===== src/rtl/kws_wsram_arbiter_if.sv =====
// Per-master beat port of the weight SRAM arbiter: beat request in, grant and read response out.
interface kws_wsram_arbiter_if #(
  parameter int AW = 10,
  parameter int DW = 32
);
  logic          req;
  logic          we;
  logic [AW-1:0] addr;
  logic [DW-1:0] wdata;
  logic          gnt;
  logic          rvalid;
  logic [DW-1:0] rdata;

  modport master (output req, we, addr, wdata, input gnt, rvalid, rdata);
  modport slave  (input req, we, addr, wdata, output gnt, rvalid, rdata);
endinterface


===== src/rtl/kws_wsram_arbiter.sv =====
// Round-robin, burst-capped arbiter sharing the single-port weight SRAM between the CNN fetch
// port (m0) and the host port (m1). Define KWS_ARB_STATS_EN for beat/wait counters.
module kws_wsram_arbiter #(
  parameter int AW        = 10,
  parameter int DW        = 32,
  parameter int MAX_BURST = 64
) (
  input  logic               clk,
  input  logic               rst_n,
  kws_wsram_arbiter_if.slave m0,
  kws_wsram_arbiter_if.slave m1,
  output logic               sram_en,
  output logic               sram_we,
  output logic [AW-1:0]      sram_addr,
  output logic [DW-1:0]      sram_wdata,
  input  logic [DW-1:0]      sram_rdata
`ifdef KWS_ARB_STATS_EN
  ,
  input  logic               stat_clr,
  output logic [15:0]        stat_g0,
  output logic [15:0]        stat_g1,
  output logic [15:0]        stat_wait
`endif
);
  localparam int CW = (MAX_BURST > 1) ? $clog2(MAX_BURST) : 1;
  localparam logic [CW-1:0] CAP = CW'(MAX_BURST - 1);

  typedef enum logic [1:0] {IDLE, OWN0, OWN1} state_t;

  state_t        state_reg, state_next;
  logic          last_owner_reg, last_owner_next;
  logic [CW-1:0] beat_cnt_reg, beat_cnt_next;
  logic          gnt0, gnt1;
  logic          sram_en_reg, sram_we_reg, tag_reg;
  logic [AW-1:0] sram_addr_reg;
  logic [DW-1:0] sram_wdata_reg;
  logic [1:0]    rvalid_reg;

  always_comb begin
    state_next      = state_reg;
    last_owner_next = last_owner_reg;
    beat_cnt_next   = beat_cnt_reg;
    gnt0            = 1'b0;
    gnt1            = 1'b0;
    case (state_reg)
      IDLE: begin
        // The IDLE beat is the first beat of the new ownership, so the count starts at 1.
        if (m0.req && (!m1.req || last_owner_reg)) begin
          gnt0          = 1'b1;
          state_next    = OWN0;
          beat_cnt_next = CW'(1);
        end else if (m1.req) begin
          gnt1          = 1'b1;
          state_next    = OWN1;
          beat_cnt_next = CW'(1);
        end
      end
      OWN0: begin
        if (!m0.req) begin
          state_next      = IDLE;
          last_owner_next = 1'b0;
        end else begin
          gnt0 = 1'b1;
          if (beat_cnt_reg == CAP) begin
            beat_cnt_next = '0;
            if (m1.req) begin
              state_next      = OWN1;
              last_owner_next = 1'b0;
            end
          end else begin
            beat_cnt_next = beat_cnt_reg + CW'(1);
          end
        end
      end
      OWN1: begin
        if (!m1.req) begin
          state_next      = IDLE;
          last_owner_next = 1'b1;
        end else begin
          gnt1 = 1'b1;
          if (beat_cnt_reg == CAP) begin
            beat_cnt_next = '0;
            if (m0.req) begin
              state_next      = OWN0;
              last_owner_next = 1'b1;
            end
          end else begin
            beat_cnt_next = beat_cnt_reg + CW'(1);
          end
        end
      end
      default: state_next = IDLE;
    endcase
  end

  always_ff @(posedge clk or negedge rst_n) begin
    if (!rst_n) begin
      state_reg      <= IDLE;
      last_owner_reg <= 1'b1;
      beat_cnt_reg   <= '0;
    end else begin
      state_reg      <= state_next;
      last_owner_reg <= last_owner_next;
      beat_cnt_reg   <= beat_cnt_next;
    end
  end

  // tag_reg follows the beat through the SRAM stage so the read returns to its issuer.
  always_ff @(posedge clk or negedge rst_n) begin
    if (!rst_n) begin
      sram_en_reg    <= 1'b0;
      sram_we_reg    <= 1'b0;
      sram_addr_reg  <= '0;
      sram_wdata_reg <= '0;
      tag_reg        <= 1'b0;
      rvalid_reg     <= '0;
    end else begin
      sram_en_reg    <= gnt0 | gnt1;
      sram_we_reg    <= (gnt0 & m0.we) | (gnt1 & m1.we);
      sram_addr_reg  <= gnt1 ? m1.addr : m0.addr;
      sram_wdata_reg <= gnt1 ? m1.wdata : m0.wdata;
      tag_reg        <= gnt1;
      rvalid_reg[0]  <= sram_en_reg & ~sram_we_reg & ~tag_reg;
      rvalid_reg[1]  <= sram_en_reg & ~sram_we_reg & tag_reg;
    end
  end

  // Grants are masked during reset so every output is quiet while rst_n is low.
  assign m0.gnt     = gnt0 & rst_n;
  assign m1.gnt     = gnt1 & rst_n;
  assign m0.rvalid  = rvalid_reg[0];
  assign m1.rvalid  = rvalid_reg[1];
  assign m0.rdata   = rvalid_reg[0] ? sram_rdata : '0;
  assign m1.rdata   = rvalid_reg[1] ? sram_rdata : '0;
  assign sram_en    = sram_en_reg;
  assign sram_we    = sram_we_reg;
  assign sram_addr  = sram_addr_reg;
  assign sram_wdata = sram_wdata_reg;

`ifdef KWS_ARB_STATS_EN
  logic [2:0] stat_inc;
  assign stat_inc = {(m0.req & ~gnt0) | (m1.req & ~gnt1), gnt1, gnt0};

  for (genvar gi = 0; gi < 3; gi++) begin : g_stat
    logic [15:0] cnt_reg;
    always_ff @(posedge clk or negedge rst_n) begin
      if (!rst_n) begin
        cnt_reg <= '0;
      end else if (stat_clr) begin
        cnt_reg <= '0;
      end else if (stat_inc[gi] && cnt_reg != 16'hFFFF) begin
        cnt_reg <= cnt_reg + 16'd1;
      end
    end
  end

  assign stat_g0   = g_stat[0].cnt_reg;
  assign stat_g1   = g_stat[1].cnt_reg;
  assign stat_wait = g_stat[2].cnt_reg;
`endif
endmodule


===== src/flat_wrapper.sv =====
// flat-port wrapper written by rule: the top's interface ports become plain ports
module kws_wsram_arbiter_flat 
#(
  parameter int AW        = 10,
  parameter int DW        = 32,
  parameter int MAX_BURST = 64
)
  (clk, rst_n, sram_en, sram_we, sram_addr, sram_wdata, sram_rdata, m0_req, m0_we, m0_addr, m0_wdata, m0_gnt, m0_rvalid, m0_rdata, m1_req, m1_we, m1_addr, m1_wdata, m1_gnt, m1_rvalid, m1_rdata);
  kws_wsram_arbiter_if #(.AW(AW), .DW(DW)) m0_i ();
  kws_wsram_arbiter_if #(.AW(AW), .DW(DW)) m1_i ();
  input  logic clk;
  input  logic rst_n;
  output logic sram_en;
  output logic sram_we;
  output logic [AW-1:0] sram_addr;
  output logic [DW-1:0] sram_wdata;
  input  logic [DW-1:0] sram_rdata;
  input wire logic [$bits(m0_i.req)-1:0] m0_req;
  input wire logic [$bits(m0_i.we)-1:0] m0_we;
  input wire logic [$bits(m0_i.addr)-1:0] m0_addr;
  input wire logic [$bits(m0_i.wdata)-1:0] m0_wdata;
  output wire logic [$bits(m0_i.gnt)-1:0] m0_gnt;
  output wire logic [$bits(m0_i.rvalid)-1:0] m0_rvalid;
  output wire logic [$bits(m0_i.rdata)-1:0] m0_rdata;
  input wire logic [$bits(m1_i.req)-1:0] m1_req;
  input wire logic [$bits(m1_i.we)-1:0] m1_we;
  input wire logic [$bits(m1_i.addr)-1:0] m1_addr;
  input wire logic [$bits(m1_i.wdata)-1:0] m1_wdata;
  output wire logic [$bits(m1_i.gnt)-1:0] m1_gnt;
  output wire logic [$bits(m1_i.rvalid)-1:0] m1_rvalid;
  output wire logic [$bits(m1_i.rdata)-1:0] m1_rdata;
  assign m0_i.req = m0_req;
  assign m0_i.we = m0_we;
  assign m0_i.addr = m0_addr;
  assign m0_i.wdata = m0_wdata;
  assign m0_gnt = m0_i.gnt;
  assign m0_rvalid = m0_i.rvalid;
  assign m0_rdata = m0_i.rdata;
  assign m1_i.req = m1_req;
  assign m1_i.we = m1_we;
  assign m1_i.addr = m1_addr;
  assign m1_i.wdata = m1_wdata;
  assign m1_gnt = m1_i.gnt;
  assign m1_rvalid = m1_i.rvalid;
  assign m1_rdata = m1_i.rdata;
  kws_wsram_arbiter #(.AW(AW), .DW(DW), .MAX_BURST(MAX_BURST)) u_core (.clk(clk), .rst_n(rst_n), .m0(m0_i), .m1(m1_i), .sram_en(sram_en), .sram_we(sram_we), .sram_addr(sram_addr), .sram_wdata(sram_wdata), .sram_rdata(sram_rdata));
endmodule

===== config.mk =====
export PLATFORM = sky130hd
export DESIGN_NAME = kws_wsram_arbiter_flat
export DESIGN_NICKNAME = d
export VERILOG_FILES = /design/src/rtl/kws_wsram_arbiter_if.sv /design/src/rtl/kws_wsram_arbiter.sv /design/src/flat_wrapper.sv
export SDC_FILE = /design/constraint.sdc
export NUM_CORES = 1
export LEC_CHECK = 0
export ABC_CLOCK_PERIOD_IN_PS = 1950
export CELL_PAD_IN_SITES_DETAIL_PLACEMENT = 0
export CELL_PAD_IN_SITES_GLOBAL_PLACEMENT = 2
export CORE_AREA = 2 2 138 140
export DETAILED_ROUTE_END_ITERATION = 8
export DIE_AREA = 0 0 140 142
export PLACE_DENSITY = 0.83
export SYNTH_ARGS = -nofsm -noshare
export SYNTH_HDL_FRONTEND = slang
export SYNTH_SLANG_ARGS = --single-unit

===== constraint.sdc =====
create_clock -name clk -period 1.95 [get_ports clk]
set_clock_uncertainty 0.15 [all_clocks]
set_input_delay 0.2925 -clock clk [delete_from_list [all_inputs] [get_ports clk]]
set_output_delay 0.2925 -clock clk [all_outputs]
set_load 0.02 [all_outputs]

### Word level (Yosys, flattened, before mapping)

Cells that the tools add are included.
Widths: inputs -> output; s select.

* register bits: 56
* word-level logic and storage cells: 71

* $add $sub $neg: 1
* equal/unequal tests: 10
* muxes and demuxes: 31
* bitwise gates (word level): 11
* reduce and logical (&&, ||, !) cells: 9

Operators by type and width (count)
* $mux 32: 3
* $mux 6: 5
* $pmux 6 s3: 1
* $mux 2: 7
* $mux 1: 10
* $mux 10: 1
* $ne 3x2->1 const B: 3
* $and 1x1->1: 7
* $add 6x1->6 const B: 1
* $eq 6x6->1 const B: 1
* $ne 3x3->1 const B: 2
* $pmux 1 s2: 3
* $pmux 2 s3: 1
* $reduce_and 5->1: 1
* $ne 2x2->1 const B: 2
* $reduce_and 4->1: 1
* $reduce_and 3->1: 1
* $reduce_bool 3->1: 1
* $eq 2x1->1 const B: 1
* $eq 2x2->1 const B: 1
* $logic_not 2->1: 1
* $not 1->1: 2
* $or 1x1->1: 2
* $reduce_bool 2->1: 1
* other kinds (3): 3

### Longest topological paths before layout

Gate-level depths: netlist of run 1.

* depth in word-level cells: 7
* gate-level depth with buffers: 7
* gate-level depth less buffers: 6

### Worst setup path after synthesis of run 1

No wires, ideal clock.

* kind: register to output
* from: reg u_core.state_reg[0]
* to: out m1_gnt
* data arrival time: 1.583 ns
* setup slack: -0.075 ns
* cell stages (with the launch flop): 8
* buffers on the path: 1
* cell sequence: dfrtp_1 -> inv_1 -> ha_1 -> a21boi_2 -> o21ai_4 -> buf_6 -> inv_2 -> and2_1

* cells in the longest elaborated chain, start to end: 3
* elaborated cells between the ends (all ways): 4
* those cells by class: 1 x eq/ne; 1 x mux; 1 x bitwise; 1 x reduce/logical

Ends and longest elaborated chain
* from (decl): line kws_wsram_arbiter.sv:30 `state_t state_reg, state_next;`
* from (signal assigned): line kws_wsram_arbiter.sv:102 `state_reg <= state_next;`
* $eq 2x2->1 or $logic_not 2->1 (tied branches): line kws_wsram_arbiter.sv:45 `case (state_reg)`
* $pmux 1 s2 *: line kws_wsram_arbiter.sv:45
* named net u_core.gnt1: line kws_wsram_arbiter.sv:33 `logic gnt0, gnt1;`
* $and 1x1->1 *: line kws_wsram_arbiter.sv:130 `assign m1.gnt = gnt1 & rst_n;`
* to (decl): line flat_wrapper.sv:29 `output wire logic [$bits(m1_i.gnt)-1:0] m1_gnt;`

The timed path passes the listed nets; every way through them passes the cells marked *.

### Final worst setup path of run 1

Ends and elaborated chain as after synthesis.

==> flow_summary.yaml, run 1 <==
outcome:
  status: "finished, violations left"
  violations: "design-rule violations, negative setup slack"
floorplan:
  io_pins: 234
  fp-row-count: 50
  die_y_um: 142
  die_area_um2: 19880
  fp.dieW_um: 140
  core_um2: 18460
  start_util: 0.1566
pwr:
  p_int_mw: 3.829
  p_seq_frac: 0.264
  vdd_drop_max_v: 0.0003688
  power_mw: 6.075
  swShare: 0.3697
  p_leak_nw: 2.650
  switchingPower_mw: 2.246
  combPwrFrac: 0.589
  clkPwrFrac: 0.147
  power_density_nw_per_um2: 1054
global_routing:
  grt_pass1_vias: 2908
  grt_start_max_net_pins: 57
  grt_usage: 0.09521
  antenna_found_initial: 0
  grt_pass1_wl_um: 15120
  gr-total-overflow: 0
sta:
  finalSetupViolations: 1
  drv_slew: 0
  rsz0062_at_grt: "yes"
  worst_pin_slew_ns: 0.7427
  fin_crit_sh: 1.009
  tns_ns: -0.01740
  min_period_ns: 1.967
  slew_headroom: 0.5049
  worst_slack_ns: -0.01740
  report.final.hold_viol_count: 0
  fmax_mhz: 508.3
  finalHoldWorstSlack_ns: 0.1010
synth:
  synth-seq-cells: 56
  synthArstFlopShare: 1.000
  netlist_area_um2: 2890
  synthDistinctLibCells: 41
  ys.flop_type: "dfrtp_1"
  synth_nets: 374
  synth_edf_count: 0
  synth-seq-area-share: 0.4853
  post_synth.cell_area_avg_um2: 11.75
  netlist_instances: 246
  yosysWarnings: 0
critical_path:
  crit_path_end_kind: "primary output"
  crit_required_ns: 1.51
  startpoint_type: "flip-flop"
  path_max_fanout: 3
  crit_arrival_ns: 1.52
  critical_path_class: "flip-flop to primary output"
finish:
  stdcell_area_um2: 5767
  drive_gt1_frac: 0.1976
  num_antenna_cells: 0
  largest_reg_flops: 32
  syn2layout_area_growth_pct: 99.52
  layout.nets: 628
  layoutNonFillerInstCount: 735
cts:
  cts_sinks: 56
  clk-insertion-delay-late_ns: 0.29
  tritoncts: "built"
  clk_pin_slew_ns: 0.07
  clk_path_buf_depth: 2
  cts-root-buf: "clkbuf_16"
  hold_buffers: 0
  htree_levels: 2
  cts_buffers: 5
drt:
  drt_iter0_markers: 148
  ant_nets: 0
  first_pass_iters: 8
  wl_per_cell_um: 13.66
  drt-total-wl_um: 10040
  drcViolationCount: 25
  via_count: 2810
  vias_per_cell: 3.823
placed_design:
  placed_area_um2: 5634
  port_buffers: 233
  gp_congestion: 0.7743
  dp_hpwl_um: 8125
  dpl.cell_count: 724
min_path:
  min_path_type: "input pin to asynchronous set/reset pin"
job:
  cap_viol_max_count: 0
-- critical path: stages (launching register included) --
cell      delay (ns)
dfrtp_1         0.39
inv_2           0.12
ha_4            0.16
a21boi_4        0.20
o21ai_4         0.08
inv_2           0.05
and2_4          0.13
buf_6           0.11
-- synthesized netlist by cell type (4+ instances only) --
| master | n | share of area |
|---|---|---|
| and2_1 | 66 | 0.14 |
| inv_1 | 5 | 0.0065 |
| buf_6 | 6 | 0.023 |
| nand2_1 | 4 | 0.0052 |
| dfrtp_1 | 55 | 0.48 |
| o21ai_0 | 5 | 0.0087 |
| nand3_1 | 4 | 0.0069 |
| clkbuf_1 | 6 | 0.0078 |
| mux2_2 | 42 | 0.16 |
| ha_1 | 6 | 0.026 |
| a21oi_1 | 5 | 0.0087 |
-- path summary, 6_finish.rpt --
path / from / end / slack [ns] / depth (start not counted)
worst max-delay path: u_core.state_reg[0] / m1_gnt / -0.02 / 7
worst min-delay path: rst_n / u_core.sram_wdata[12] / 0.10 / 2
worst max register to register: u_core.state_reg[0] / u_core.sram_wdata[5] / 0.05 / 6
worst min register to register: u_core.tag_reg / u_core.rvalid_reg[0] / 0.27 / 1
max in group asynchronous: rst_n / u_core.sram_addr[8] / 1.06 / 2
min in group clk: u_core.tag_reg / u_core.rvalid_reg[0] / 0.27 / 1
-- power groups by stage --
| stage | logic, mW | clock network [mW] | registers [mW] |
|---|---|---|---|
| after detailed placement | 3.67 | 0 | 1.64 |
| after global routing | 3.84 | 0.995 | 1.64 |
| after CTS | 3.53 | 0.946 | 1.61 |
| after floorplan | 1.65 | 0 | 1.95 |
| after global placement | 3.63 | 0 | 1.62 |
| final | 3.58 | 0.894 | 1.61 |
-- metrics by stage --
stage	utilization	worst slack [ns]
after floorplan	-	0.0009405
after global placement	0.3053	-0.3804
after detailed placement	0.3053	-0.4060
after CTS	0.3091	-0.1395
after global routing	0.3125	-0.07990
final	0.3125	-0.01740
-- logic make-up (layout without fill, tap and decap cells) --
group	after synthesis	count (layout)	share of synthesized area
buffers and inverters	19	274	0.04069
AND/OR/NAND/NOR	91	91	0.1952
AO/OA/AOI/OAI	31	31	0.08399
flip-flops	56	56	0.4853
adder cells (fa/ha/maj)	6	6	0.02597
multiplexers	43	43	0.1688
-- repair_timing --
action	CTS	global route
pin swaps	0	2
setup endpoints to repair	110	53
setup buffers	1	3
gates cloned	0	0
gates resized for setup	76	15
-- area by class of cell --
cell class	instances	area [µm²]
fill	1922	12690
timing repair buffer	260	2490
multi-input combinational	171	1414
sequential	56	1403
tap	234	292.8
clock buffer	6	128.9
inverter	6	22.52
clock inverter	2	16.27
-- layer usage --
metal	wire length, µm	vias to the layer above	global-route usage
met5	0	-	0
met4	31	0	0.01170
met3	843	2	0.03062
met2	5544	134	0.1887
met1	3623	1330	0.1007
li1	-	1344	-
-- layout by cell type, fill, tap and decap left out, types with 3 or more instances in the layout --
| cell | n |
|---|---|
| a21oi_1 | 4 |
| o21ai_0 | 5 |
| mux2_2 | 42 |
| a32o_1 | 3 |
| clkbuf_16 | 5 |
| ha_1 | 3 |
| nand3_1 | 4 |
| buf_4 | 24 |
| clkdlybuf4s50_1 | 164 |
| dfrtp_1 | 55 |
| nand2_1 | 4 |
| inv_1 | 3 |
| inv_2 | 3 |
| dlygate4sd2_1 | 64 |
| and2_1 | 65 |
| o211ai_1 | 3 |
| and3_1 | 3 |
| nor2b_1 | 3 |
Note: power is estimated with default switching activity, not from simulation.
==> run 2, diff against run 1 <==
Settings changed: RECOVER_POWER set to 100.
==> results of run 2 <==
No change in the layout: final DEF, timing and power equal those of run 1.
==> run 3, diff against run 2 <==
Settings changed: ABC_AREA set to 1, CORE_AREA 2 2 138 140 to 2 2 151 153, DIE_AREA 0 0 140 142 to 0 0 153 155, PLACE_DENSITY 0.83 to 0.82.
==> flow_summary.yaml, run 3 <==
outcome:
  status: "finished, final reports clean"
synth:
  netlist_area_um2: 3028
  synth_most_common_cell: "nand2_1"
  yosysWarnings: 0
  synthArstFlopShare: 1.000
  synth_top_cell_by_area: "dfrtp_1"
  synth.area.top_cells: "dfrtp_1 (45%), nand2_1 (26%), inv_1 (11%)"
  synth-seq-area-share: 0.4632
  post_synth.cell_area_avg_um2: 7.058
  netlist_instances: 429
  synthDistinctLibCells: 24
  synth-seq-cells: 56
  ys.flop_type: "dfrtp_1"
  synthTopCellsByCount: "nand2_1 (208), inv_1 (86), dfrtp_1 (55), nand2_2 (20), nand3_1 (14)"
  synth_nets: 557
  synth_edf_count: 0
  synth_top_area_frac: 0.4545
drt:
  wirelength_met1_um: 4208
  vias_per_cell: 3.463
  drt_iter0_markers: 120
  drcViolationCount: 0
  drt-total-wl_um: 11080
  top_layer: "met4"
  ant_nets: 0
  first_pass_iters: 4
  wl_met3_um: 1382
  via_count: 3376
  routed-wl-met2_um: 5361
  wl_per_cell_um: 11.36
critical_path:
  r2r_cells: 7
  startpoint_type: "flip-flop"
  crit_arrival_ns: 1.48
  timing.reg2reg.setup_slack_ns: 0.18
  path_max_fanout: 2
  crit_path_end_kind: "primary output"
  worstReg2RegEnd: "u_core.beat_cnt_reg[1]"
  critical_path_class: "flip-flop to primary output"
  r2r-start: "u_core.state_reg[0]"
  crit_required_ns: 1.51
pwr:
  combPwrFrac: 0.603
  power_mw: 6.626
  p_seq_frac: 0.255
  power_density_nw_per_um2: 1099
  switchingPower_mw: 2.818
  p_leak_nw: 3.471
  vdd_drop_max_v: 0.0005978
  p_int_mw: 3.808
  clkPwrFrac: 0.142
  swShare: 0.4253
cts:
  cts_buffers: 5
  htree_levels: 2
  cts_sinks: 56
  clk-insertion-delay-late_ns: 0.30
  clk_path_buf_depth: 2
  tritoncts: "built"
  cts-root-buf: "clkbuf_16"
  clk_pin_slew_ns: 0.08
floorplan:
  fp.dieW_um: 153
  die_area_um2: 23720
  start_util: 0.1362
  fp-row-count: 55
  die_y_um: 155
  io_pins: 234
  core_um2: 22230
global_routing:
  grt_start_max_net_pins: 57
  antenna_found_initial: 0
  gr-total-overflow: 0
  grt_pass1_wl_um: 17220
  grt_pass1_vias: 3412
  grt_usage: 0.09219
sta:
  slew_headroom: 0.4874
  fin_crit_sh: 0.9846
  drv_slew: 0
  report.final.hold_viol_count: 0
  min_period_ns: 1.920
  fmax_mhz: 520.9
  rsz0062_at_grt: "yes"
  worst_pin_slew_ns: 0.7689
  finalSetupViolations: 0
finish:
  layout_commonest_cell: "nand2_1"
  drive_gt1_frac: 0.1203
  stdcell_area_um2: 6027
  num_antenna_cells: 0
  layout.nets: 817
  final_cell_mix: "nand2_1 (203), clkdlybuf4s50_1 (161), inv_1 (83), dlygate4sd2_1 (67), dfrtp_1 (55)"
  largest_reg_flops: 32
  syn2layout_area_growth_pct: 99.05
placed_design:
  gp_congestion: 0.7777
  port_buffers: 233
  dp_hpwl_um: 8581
  placed_area_um2: 5849
min_path:
  min_path_type: "input pin to asynchronous set/reset pin"
job:
  cap_viol_max_count: 0
[run 3: changes by cell type after synthesis, sizes merged, moves of 11 or more]
cell,before,now
inv,6,88
nand2,4,229
nand3,4,15
and2,67,0
mux2,43,0
[run 3: power groups by stage]
stage	combinational, mW	clock (mW)	sequential (mW)
after floorplan	1.57	0	2.16
after global placement	4.08	0	1.71
after detailed placement	4.07	0	1.72
after CTS	3.92	0.993	1.70
after global routing	4.39	1.04	1.74
final	4.00	0.938	1.69
[run 3: area by class of cell]
class                      count  area, µm²
timing repair buffer         267       2542
clock inverter                 2      13.76
fill                        2476      16200
inverter                      88      335.3
clock buffer                   6      128.9
multi-input combinational    271       1247
sequential                    56       1403
tap                          285      356.6
[run 3: logic make-up (layout without fill, tap and decap cells)]
group / after synthesis / after routing / synth area share
simple gates: 253 / 253 / 0.3446
buf+inv: 102 / 363 / 0.1455
flops: 56 / 56 / 0.4632
compound gates: 12 / 12 / 0.02190
fa+ha+maj: 6 / 6 / 0.02479
[run 3: per-layer routing]
metal  track usage  vias to the layer above
met5             0                        -
li1              -                     1747
met1       0.09225                     1435
met3       0.04930                        7
met4       0.02998                        0
met2        0.1646                      187
[run 3: metrics by stage]
stage / util / instances / setup TNS, ns / hold slack, ns / setup WS [ns]
floorplan: - / 429 / 0 / -0.1531 / 0.1743
global placement: 0.2632 / 959 / -2.541 / 0.2545 / -0.4783
detailed placement: 0.2632 / 959 / -2.967 / 0.2693 / -0.4528
CTS: 0.2664 / 968 / -0.08173 / 0.1320 / -0.07160
global route: 0.2712 / 975 / -0.07926 / 0.1647 / -0.06275
finish: 0.2712 / 975 / 0 / 0.08511 / 0.03009
[run 3: how the worst max path moves through the flow]
stage          endpoint  slack, ns  cells past startpoint                  start
6_report         m0_gnt       0.03                      7  u_core.last_owner_reg
5_1_grt          m0_gnt      -0.06                      7  u_core.last_owner_reg
4_1_cts          m1_gnt      -0.07                      8    u_core.state_reg[0]
3_5_place_dp     m0_gnt      -0.45                      8                 m0_req
3_3_place_gp     m0_gnt      -0.48                      8                 m0_req
2_1_floorplan    m1_gnt       0.17                      7    u_core.state_reg[0]
[run 3: timing repair]
action,in CTS,in global routing
hold buffers,0,0
pin swaps,3,5
setup buffers,1,7
gates resized for setup,76,16
endpoints found under the setup margin,68,5
[run 3: worst max-delay path, stage by stage, from the launching register on]
cell and delay, ns:
dfstp_2 0.53, nor2_1 0.04, nor2_1 0.14, nand2_2 0.10, nand2_4 0.09, inv_2 0.04, nor2_1 0.08, buf_4 0.15
